$ cat src/rtl/mcu_pkg.sv
// Shared types and encodings for the multicycle control unit and its condition checker.
package mcu_pkg;

   typedef enum logic [3:0] {
      FETCH, DECODE, MEMADR, MEMRD, MEMWB, MEMWR, EXECR, EXECI, ALUWB, BRANCH
   } state_t;

   // ALU operation codes (ALU_EOR only reachable with a control width of 3 or more)
   localparam int unsigned ALU_ADD = 0;
   localparam int unsigned ALU_SUB = 1;
   localparam int unsigned ALU_AND = 2;
   localparam int unsigned ALU_ORR = 3;
   localparam int unsigned ALU_EOR = 4;

   localparam logic [3:0] CMD_AND = 4'b0000;
   localparam logic [3:0] CMD_EOR = 4'b0001;
   localparam logic [3:0] CMD_SUB = 4'b0010;
   localparam logic [3:0] CMD_ADD = 4'b0100;
   localparam logic [3:0] CMD_CMP = 4'b1010;
   localparam logic [3:0] CMD_ORR = 4'b1100;

   localparam logic [3:0] COND_EQ = 4'b0000;
   localparam logic [3:0] COND_NE = 4'b0001;
   localparam logic [3:0] COND_CS = 4'b0010;
   localparam logic [3:0] COND_CC = 4'b0011;
   localparam logic [3:0] COND_MI = 4'b0100;
   localparam logic [3:0] COND_PL = 4'b0101;
   localparam logic [3:0] COND_VS = 4'b0110;
   localparam logic [3:0] COND_VC = 4'b0111;
   localparam logic [3:0] COND_HI = 4'b1000;
   localparam logic [3:0] COND_LS = 4'b1001;
   localparam logic [3:0] COND_GE = 4'b1010;
   localparam logic [3:0] COND_LT = 4'b1011;
   localparam logic [3:0] COND_GT = 4'b1100;
   localparam logic [3:0] COND_LE = 4'b1101;
   localparam logic [3:0] COND_AL = 4'b1110;

   localparam logic [1:0] SRCB_REG  = 2'b00;
   localparam logic [1:0] SRCB_IMM  = 2'b01;
   localparam logic [1:0] SRCB_FOUR = 2'b10;

   localparam logic [1:0] RES_ALUOUT = 2'b00;
   localparam logic [1:0] RES_DATA   = 2'b01;
   localparam logic [1:0] RES_ALU    = 2'b10;

   localparam logic [1:0] IMM_DP  = 2'b00;
   localparam logic [1:0] IMM_MEM = 2'b01;
   localparam logic [1:0] IMM_BR  = 2'b10;

endpackage

$ cat src/rtl/mcu_cond_check.sv
// Combinational ARM condition-code evaluation against the stored NZCV flags.
module mcu_cond_check
   import mcu_pkg::*;
(
   input  logic [3:0] cond,
   input  logic [3:0] flags,
   output logic       cond_ex_c
);

   logic n, z, c, v;
   assign {n, z, c, v} = flags;

   always_comb begin
      cond_ex_c = 1'b0;
      case (cond)
         COND_EQ: cond_ex_c = z;
         COND_NE: cond_ex_c = ~z;
         COND_CS: cond_ex_c = c;
         COND_CC: cond_ex_c = ~c;
         COND_MI: cond_ex_c = n;
         COND_PL: cond_ex_c = ~n;
         COND_VS: cond_ex_c = v;
         COND_VC: cond_ex_c = ~v;
         COND_HI: cond_ex_c = c & ~z;
         COND_LS: cond_ex_c = ~c | z;
         COND_GE: cond_ex_c = (n == v);
         COND_LT: cond_ex_c = (n != v);
         COND_GT: cond_ex_c = ~z & (n == v);
         COND_LE: cond_ex_c = z | (n != v);
         COND_AL: cond_ex_c = 1'b1;
         default: cond_ex_c = 1'b0;
      endcase
   end

endmodule

$ cat src/rtl/multicycle_control_unit.sv
// Multicycle ARM-subset controller: FSM sequencing, NZCV flag register, condition check.
// Define CU_BL_EN to support BL (link write of PC+4 to R14 in the BRANCH cycle).
module multicycle_control_unit
   import mcu_pkg::*;
#(
   parameter int unsigned ALU_CTRL_W = 2
)
(
   input  logic                  clk,
   input  logic                  reset,
   input  logic [19:0]           instruction,
   input  logic [3:0]            ALUFlags,
   input  logic                  mem_ready,
   output logic                  PCWrite,
   output logic                  IRWrite,
   output logic                  MemWrite,
   output logic                  RegWrite,
   output logic                  AdrSrc,
   output logic                  ALUSrcA,
   output logic [1:0]            ALUSrcB,
   output logic [1:0]            ResultSrc,
   output logic [1:0]            ImmSrc,
   output logic [1:0]            RegSrc,
   output logic [ALU_CTRL_W-1:0] ALUControl,
   output logic                  link
);

   localparam int unsigned AW = ALU_CTRL_W;

   state_t          state, state_nxt;
   logic [3:0]      flags, flags_nxt;
   logic            cond_ex;
   logic [3:0]      cond, cmd, rd;
   logic [1:0]      op;
   logic            i_bit, s_bit, u_bit, l_bit;
   logic [AW-1:0]   dp_alu;
   logic            dp_logic;
   logic            unused_rn;

   // instruction holds IR[31:12]; field positions are offset by 12
   assign cond      = instruction[19:16];
   assign op        = instruction[15:14];
   assign i_bit     = instruction[13];
   assign cmd       = instruction[12:9];
   assign u_bit     = instruction[11];
   assign s_bit     = instruction[8];
   assign l_bit     = instruction[8];
   assign rd        = instruction[3:0];
   assign unused_rn = ^instruction[7:4];

   mcu_cond_check u_cond (
      .cond      (cond),
      .flags     (flags),
      .cond_ex_c (cond_ex)
   );

   // data-processing ALU op and whether it is a logic op (NZ-only flag update)
   always_comb begin
      dp_alu   = AW'(ALU_ADD);
      dp_logic = 1'b0;
      case (cmd)
         CMD_SUB, CMD_CMP: dp_alu = AW'(ALU_SUB);
         CMD_AND: begin
            dp_alu   = AW'(ALU_AND);
            dp_logic = 1'b1;
         end
         CMD_ORR: begin
            dp_alu   = AW'(ALU_ORR);
            dp_logic = 1'b1;
         end
         CMD_EOR: begin
            if (AW >= 3) begin
               dp_alu   = AW'(ALU_EOR);
               dp_logic = 1'b1;
            end
         end
         default: ;
      endcase
   end

   always_comb begin
      flags_nxt = flags;
      if ((state == EXECR || state == EXECI) && s_bit) begin
         if (dp_logic) flags_nxt[3:2] = ALUFlags[3:2];
         else          flags_nxt      = ALUFlags;
      end
   end

   always_ff @(posedge clk) begin
      if (reset) begin
         state <= FETCH;
         flags <= 4'b0000;
      end else begin
         state <= state_nxt;
         flags <= flags_nxt;
      end
   end

   // next state and decoded outputs; everything held low during reset
   always_comb begin
      state_nxt  = state;
      PCWrite    = 1'b0;
      IRWrite    = 1'b0;
      MemWrite   = 1'b0;
      RegWrite   = 1'b0;
      AdrSrc     = 1'b0;
      ALUSrcA    = 1'b0;
      ALUSrcB    = SRCB_REG;
      ResultSrc  = RES_ALUOUT;
      ImmSrc     = IMM_DP;
      RegSrc     = 2'b00;
      ALUControl = AW'(ALU_ADD);
      link       = 1'b0;
      if (!reset) begin
         case (state)
            FETCH: begin
               ALUSrcA   = 1'b1;
               ALUSrcB   = SRCB_FOUR;
               ResultSrc = RES_ALU;
               IRWrite   = mem_ready;
               PCWrite   = mem_ready;
               if (mem_ready) state_nxt = DECODE;
            end
            DECODE: begin
               ALUSrcA   = 1'b1;
               ALUSrcB   = SRCB_FOUR;
               ResultSrc = RES_ALU;
               state_nxt = FETCH;
               if (cond_ex) begin
                  case (op)
                     2'b00:   state_nxt = i_bit ? EXECI : EXECR;
                     2'b01:   state_nxt = MEMADR;
                     2'b10:   state_nxt = BRANCH;
                     default: state_nxt = FETCH;
                  endcase
               end
            end
            EXECR, EXECI: begin
               ALUSrcB    = (state == EXECI) ? SRCB_IMM : SRCB_REG;
               ALUControl = dp_alu;
               state_nxt  = ALUWB;
            end
            ALUWB: begin
               RegWrite  = (cmd != CMD_CMP) && (rd != 4'd15);
               state_nxt = FETCH;
            end
            MEMADR: begin
               ALUSrcB    = SRCB_IMM;
               ImmSrc     = IMM_MEM;
               ALUControl = u_bit ? AW'(ALU_ADD) : AW'(ALU_SUB);
               state_nxt  = l_bit ? MEMRD : MEMWR;
            end
            MEMRD: begin
               AdrSrc = 1'b1;
               if (mem_ready) state_nxt = MEMWB;
            end
            MEMWB: begin
               ResultSrc = RES_DATA;
               RegWrite  = 1'b1;
               state_nxt = FETCH;
            end
            MEMWR: begin
               AdrSrc   = 1'b1;
               MemWrite = 1'b1;
               RegSrc   = 2'b10;
               if (mem_ready) state_nxt = FETCH;
            end
            BRANCH: begin
               ALUSrcB   = SRCB_IMM;
               ImmSrc    = IMM_BR;
               ResultSrc = RES_ALU;
               PCWrite   = 1'b1;
               RegSrc    = 2'b01;
`ifdef CU_BL_EN
               if (instruction[12]) begin
                  link     = 1'b1;
                  RegWrite = 1'b1;
               end
`endif
               state_nxt = FETCH;
            end
            default: state_nxt = FETCH;
         endcase
      end
   end

endmodule
$ cat config.mk
export PLATFORM = sky130hd
export DESIGN_NAME = multicycle_control_unit
export DESIGN_NICKNAME = d
export VERILOG_FILES = /design/src/rtl/mcu_pkg.sv /design/src/rtl/mcu_cond_check.sv /design/src/rtl/multicycle_control_unit.sv
export SDC_FILE = /design/constraint.sdc
export NUM_CORES = 1
export LEC_CHECK = 0
export ABC_CLOCK_PERIOD_IN_PS = 1600
export CAP_MARGIN = 20
export CORE_MARGIN = 5
export CORE_UTILIZATION = 39
export CTS_CLUSTER_DIAMETER = 120
export DETAILED_ROUTE_END_ITERATION = 10
export MAX_ROUTING_LAYER = met4
export PLACE_DENSITY = 0.86
export SLEW_MARGIN = 10
export SYNTH_ARGS = -nofsm -noshare
export SYNTH_HDL_FRONTEND = slang
export SYNTH_SLANG_ARGS = --single-unit
$ cat constraint.sdc
create_clock -name clk -period 1.6 [get_ports clk]
set_input_delay 0.32 -clock clk [delete_from_list [all_inputs] [get_ports clk]]
set_output_delay 0.32 -clock clk [all_outputs]
set_load 0.005 [all_outputs]
==> results summary, run 1 <==
The path class of the tightest hold or removal check is flip-flop to flip-flop. The number of max-slew violations in the final report came to 0. The max-cap check violation count came out at 0.

The critical path class is flip-flop to output pin. The finished layout holds 226 standard cells, fillers aside. The relative area change from synthesis to final layout is 117%.

The die footprint came out at around 3100 um^2. The setup-violating endpoint count in the final report came out at 13. For this block, the routed nets add up to 4480 um of wire. The most used flip-flop cell after synthesis is dfxtp_1. Of the total power, the share spent switching nets is 0.348. The routability congestion estimate is between 0.9 and 1. The maximum clock frequency is 533 MHz. The number of clock sinks is 8. Internal power comes to 0.449 mW. The share of post-route cells with drive strength above 1 came out at 0.578. The checks that failed: negative setup slack. Of all nets on the critical path, the largest fanout is 4.

Entering global routing, the biggest net connects 11 pins. TritonCTS built the clock tree. The worst voltage drop across the vdd grid is 0.000387 V. The number of vias in the routed layout is approximately 1,300. The clock edge transition at the registers on the reported setup and hold paths came out at about 60 ps. The number of buffers on the longest clock path came out at 2. In this run the number of H-tree levels came out at 1. At the end of the flow the core is filled with cells to 0.896. The number of distinct library cells after synthesis came out at 43. The detailed placer's ending HPWL came out at 2300 um. The CTS buffer count is 3.

The count of input and output buffers came out at 38. The final setup TNS came out at -1580 ps. The count of unresolved DRC violations after routing came out at 0.

The share of the cycle needed by the critical path after routing is 1.17. The post-synth net total came out at between 100 and 150. The cell area after synthesis is 820 um^2. The via-per-instance ratio came out at 5.83. In the post-route analysis, the smallest setup slack over all paths is -276 ps. The static leakage power came out at 0.820 nW. The number of placement rows is 16. The later pin in the worst-skew pair is clocked with a latency of 280 ps. The proportion of power drawn by the clock network came out at 0.251. The length of the first detailed-routing pass in iterations came out at 4. STA classifies the critical path startpoint as a flip-flop. For the worst setup path, the data arrival time is 1560 ps. The number of diodes is 0. The sequential cell fraction of total power came out at 0.303.

The worst setup path is captured at an output pin. The synthesis warning total is 0. The core area is 1980 um^2. The shortest clock period the worst path allows after layout is between 1500 and 2000 ps.

The initial antenna violation count came out at 0. The initial core utilization came out at 0.414. The die boundary width came out at 55.8 um. Averaged over all synthesized cells, the footprint is 7.19 um^2. The net switching power came out at 0.240 mW. The count of flip-flops with a built-in enable after synthesis came out at 0. Setup repair after global routing could not meet its margin everywhere.

The via count of the first global-routing pass is 1,318. The total power density per cell area came out at 388 nW/um^2. The run finished, with violations left. For this run the aggregate overflow at the end of global routing stands at 0. The cell sitting at the root of the clock tree is a clkbuf_4. The share of synthesized area occupied by flip-flops and latches came out at 0.195.

The residual antenna-violating net count after detailed routing is 0. Of all flip-flops after synthesis, the portion carrying an async set or reset was 0. The count of pins on the block boundary came out at 44. The data required time of the worst path is roughly 1300 ps. Power comes to 0.689 mW. Counting tap cells, the placed design contains a total of 203 instances. The clock tree skew after final layout came out at between 8 and 9 ps.

The synthesized netlist cell count is approximately 110. The mean routed wirelength per cell came out at 19.8 um. The overall global routing resource usage is 0.245. The overall die height came out at 55.8 um. The portion of total power attributed to combinational logic is 0.445. Synthesis inferred 8 register bits. The number of hold-slack violations in the final timing report is 0. The number of DRC violations after detailed-routing iteration 0 is 47. At the end of the flow, the number of nets in the layout was roughly 230. The wire length of the first global-routing pass came out at roughly 5900 um.
==> metrics by stage <==
stage                     setup slack (ps)  hold WS, ps  instance area (um^2)
after detailed placement              -767          575                  1440
after floorplan                        163          417                   820
after global routing                  -299          630                  1780
final                                 -276          574                  1780
after global placement                -697          580                  1440
after CTS                             -152          596                  1630
==> cell usage in the layout, fill, tap and decap left out, drive strengths merged, types with 3 or more instances in the layout <==
cell            n
a21oi           3
nor2           18
nand2           7
and3            3
dlygate4sd2    12
inv             7
buf            66
clkbuf          6
a31oi           3
clkdlybuf4s50   9
mux2i           8
o2111ai         3
dfxtp           8
nor4            4
nor3            4
o21ai           5
==> cell families (layout without fill, tap and decap cells) <==
kind of cell              after synthesis  in the layout  share of synthesized area
AOI/OAI and AO/OA                      25             25                      0.235
xor gates and xnor gates                4              4                     0.0428
buffers and inverters                  17            102                     0.0962
DFF                                     8              8                      0.195
muxes                                   8              8                     0.0977
other                                   1              1                    0.00458
and+or+nand+nor                        51             51                      0.328
==> flip-flops by register name (all words and copies together) (netlist names) <==
signal  flops
flags       4
state       4
==> synth_stat cells, types with 3 or more instances <==
cell type  instances  area (um^2)
and3_1             3         18.8
a31oi_1            3         18.8
o21ai_0            3         15.0
mux2i_1            8         80.1
inv_1              6         22.5
buf_2              5         25.0
a21oi_1            3         15.0
nor4_1             4         25.0
nor3_1             4         20.0
nand2_1            7         26.3
dfxtp_1            8          160
nor2_1            18         67.6
==> repair_timing <==
item / in CTS / in global routing
gates resized for setup: 103 / 34
buffers inserted: 14 / 9
endpoints found under the setup margin: 20 / 20
hold buffers: 0 / 0
pin swaps: 12 / 14
==> routing by layer <==
metal / up-vias / global-route usage / wire (um)
met5: - / - / 0
li1: 584 / - / -
met3: 34 / 0.0696 / 332
met2: 87 / 0.478 / 2300
met4: 0 / 0.146 / 307
met1: 612 / 0.199 / 1540
==> critical path, stage by stage, from the launching register on <==
cell and delay [ps]:
dfxtp_4 360, buf_6 130, nor2_4 120, nand2_2 70, nor2_2 110, buf_4 130, nor2_4 30, o22ai_2 180
buf_2 160
==> path summary, 6_finish.rpt <==
check	start	cells after the start	slack, ps	end
worst max register to register	state[2]	12	-140	state[1]
worst min register to register	flags[3]	2	570	flags[3]
worst min-delay path	flags[3]	2	570	flags[3]
worst max-delay path	state[2]	8	-280	ALUControl[0]
==> cell type report <==
class	instances	area (um^2)
repair buffers	92	738
inverters	7	31.3
flip-flops and latches	8	173
multi-input cells	89	777
well taps	27	33.8
fillers	92	206
clock buffers	3	22.5
==> power by group through the flow <==
stage	clock network (mW)	logic (mW)	registers [mW]
after floorplan	0	0.0968	0.210
after global placement	0	0.232	0.212
after detailed placement	0	0.239	0.212
after CTS	0.173	0.262	0.208
after global routing	0.187	0.324	0.209
final	0.173	0.307	0.209
(Power assumes the default switching activity.)
==> run 2, diff against run 1 <==
CTS_CLUSTER_DIAMETER = unset   (was 120)
==> results of run 2 <==
No change in the layout: final DEF, timing and power equal those of run 1.
==> run 3, diff against run 2 <==
CORE_MARGIN = 10   (was 5)
SKIP_CTS_REPAIR_TIMING = 1   (was unset)
==> run 3 against run 2 <==
The run still ends with negative setup slack left. Via count down 6.2%. Clock power is 11% lower. Sequential power is essentially flat. Fmax rose by 2.1%. Total power is 3.5% lower. Worst hold slack improved by 19 ps. Clock skew decreased by 5.1 ps. Cell area down 2.0%. Wire length fell by 11%. Die area increased by 39%. Critical path depth down 1. Highest routed layer unchanged.
==> results summary, run 3 (synthesis gave the netlist of run 1 again) <==
The mean routed wirelength per cell came out at 18.7 um (-5.6%). The peak fanout along the critical path came out at 2 (-2). The via-per-instance ratio came out at 5.78 (-0.89%). The pre-CTS setup slack came out at -732 ps (+35.2 ps).

The die boundary width was 65.8 um (+18%). Traced cell by cell, the critical path runs through nor2b_4, buf_6, nand2_4, nor3b_2, nor2_1, o22ai_1, buf_2. The tightest hold margin was 594 ps (+19.3 ps).

The cell at the root of the clock tree is clkbuf_4. TritonCTS built the clock tree. Leaving out fill and tap cells, the most frequent cell in the layout is buf_4. The data arrival time of the worst path is 1520 ps (-40 ps). The number of nets in the finished design is 216 (-5.3%). The worst setup path is launched from a flip-flop. The setup slack on the worst flop-to-flop path is 40 ps (+180 ps). Leaving out fill and tap cells, the most frequent cells in the layout are 33 x buf_4, 16 x dlymetal6s2s_1, 12 x nor2_1, 10 x clkdlybuf4s50_1, 10 x buf_2. The share of post-route cells with drive strength above 1 came out at 0.487 (-0.0913). The stage delay of the slowest cell on the critical path is 350 ps (about the same). The setup-violating endpoint count in the final report is 6 (-7).

The static leakage power was 0.923 nW (+12%). Setup repair after global routing could not meet its margin everywhere. The number of diodes came to 0 (unchanged). The number of H-tree levels is 1 (unchanged). The portion of total power attributed to combinational logic came out at 0.453 (+0.008).

The proportion of power drawn by the clock network came out at 0.232 (-0.019). The switching share of total power came out at 0.318 (-0.0309). The length of the first detailed-routing pass in iterations is 4 (unchanged).

The area of placed instances is 1430 um^2 (-0.17%). The die footprint came out at 4330 um^2 (+39%). The sequential cell area came to 168 um^2 (-2.9%).

The CTS buffer count came out at 3 (unchanged). The number of clock sinks is 8 (unchanged). In the final layout, the registers with the most flip-flops are flags: 4 flops, state: 4 flops. The count of input and output buffers came out at 38 (unchanged). The number of max-slew violations in the final report came out at 0 (unchanged). The overall die height is 65.8 um (+18%). The clock latency on the worst-skew pair was 250 ps (-30 ps). The run finished, with violations left.

The data required time of the worst path came to 1280 ps (about the same). The aggregate global routing overflow is 0 (unchanged). The count of pins on the block boundary is 44 (unchanged). The number of placement rows came to 16 (unchanged). The number of DRC violations after detailed-routing iteration 0 was 62 (+32%). By startpoint and endpoint, the worst setup path is classified as flip-flop to output pin. The max-cap check violation count is 0 (unchanged). The number of filler instances in the final layout came out at 95 (+3.3%). The least setup slack across all paths after layout is -237 ps (+39.2 ps). The number of placed cells counting well taps came to 201 (-0.99%). The net switching power is 0.211 mW (-12%).

The area taken by multi-input logic gates is 761 um^2 (-2.1%). The maximum clock frequency came out at 544 MHz (+2.1%). The initial core utilization came to 0.414 (unchanged).

The worst setup path is captured at an output pin. The share of the cycle needed by the critical path after routing is 1.15 (-0.0245). The wire length of the first global-routing pass is 4780 um (-20%).

The total power density per cell area was 382 nW/um^2 (-1.6%). The detailed placer's ending HPWL was 2520 um (+9.5%). The number of buffers on the longest clock path was 2 (unchanged). The worst voltage drop across the vdd grid is 0.000351 V (-9.2%). The tightest min-delay check is of the flip-flop to flip-flop type. The routability congestion estimate was 0.849 (-14%). The final cell count without fillers was 214 (-5.3%). The number of vias in the routed layout is 1,236 (-6.2%). The clock edge transition at the registers on the reported setup and hold paths came out at 50 ps (about the same).

The final setup TNS came out at -639 ps (+945 ps). The shortest clock period the worst path allows after layout is 1840 ps (-39.2 ps). The pin count of the biggest net entering global routing is 13 (+2). The cell area after layout is 1740 um^2 (-2.0%). The core area was 1980 um^2 (unchanged).

From synthesis to final layout, the design area changed by 112%. The internal power component came out at 0.454 mW (+1.1%). The overall global routing resource usage came to 0.137 (-0.108). The count of unresolved DRC violations after routing came to 0 (unchanged). The cell at the slowest stage of the critical path is dfxtp_2.

The via count of the first global-routing pass came out at 1,137 (-14%). The checks that failed: negative setup slack. The number of hold-slack violations in the final timing report is 0 (unchanged).

The residual antenna-violating net count after detailed routing came out at 0 (unchanged). The clock tree skew after final layout is 3.00 ps (-5.06 ps). The sequential cell fraction of total power is 0.315 (+0.012). The initial antenna violation count was 0 (unchanged). The total wirelength of the detailed-routed design is 4010 um (-11%).
## run 3: routing by layer
metal  global-route usage  up-vias  part of all wire
li1                     -      561                 -
met1                0.121      587              0.33
met2                0.271       67              0.57
met3               0.0373       21             0.061
met4               0.0401        0             0.042
met5                    -        -                 0
## run 3: area by class of cell
class | instances | area share
Sequential cell | 8 | 0.0963
Inverter | 7 | 0.0165
Clock buffer | 3 | 0.0129
Timing Repair Buffer | 80 | 0.418
Tap cell | 27 | 0.0194
Multi-Input combinational cell | 89 | 0.437
## run 3: path summary, 6_finish.rpt
check,cells after the start,to,startpoint
max,7,ALUControl[0],state[1]
min,2,flags[3],flags[3]
max reg2reg,5,state[2],state[0]
min reg2reg,2,flags[3],flags[3]
## run 3: critical path, delay by kind of cell (launching register included)
family	cells	cell delay, ps
buffers and inverters	2	260
flip-flops	1	350
AO/OA/AOI/OAI	1	160
AND/OR/NAND/NOR	4	500
## run 3: metrics by stage
stage | total power, mW | utilization
after floorplan | 0.307 | -
after global placement | 0.443 | 0.723
after detailed placement | 0.451 | 0.723
after CTS | 0.604 | 0.735
after global routing | 0.700 | 0.878
final | 0.665 | 0.878
## run 3: power groups by stage
stage	Combinational [mW]	Sequential, mW	Clock (mW)
final	0.301	0.209	0.154
after global routing	0.321	0.209	0.169
after CTS	0.240	0.208	0.156
after detailed placement	0.239	0.212	0
after global placement	0.231	0.212	0
after floorplan	0.0968	0.210	0
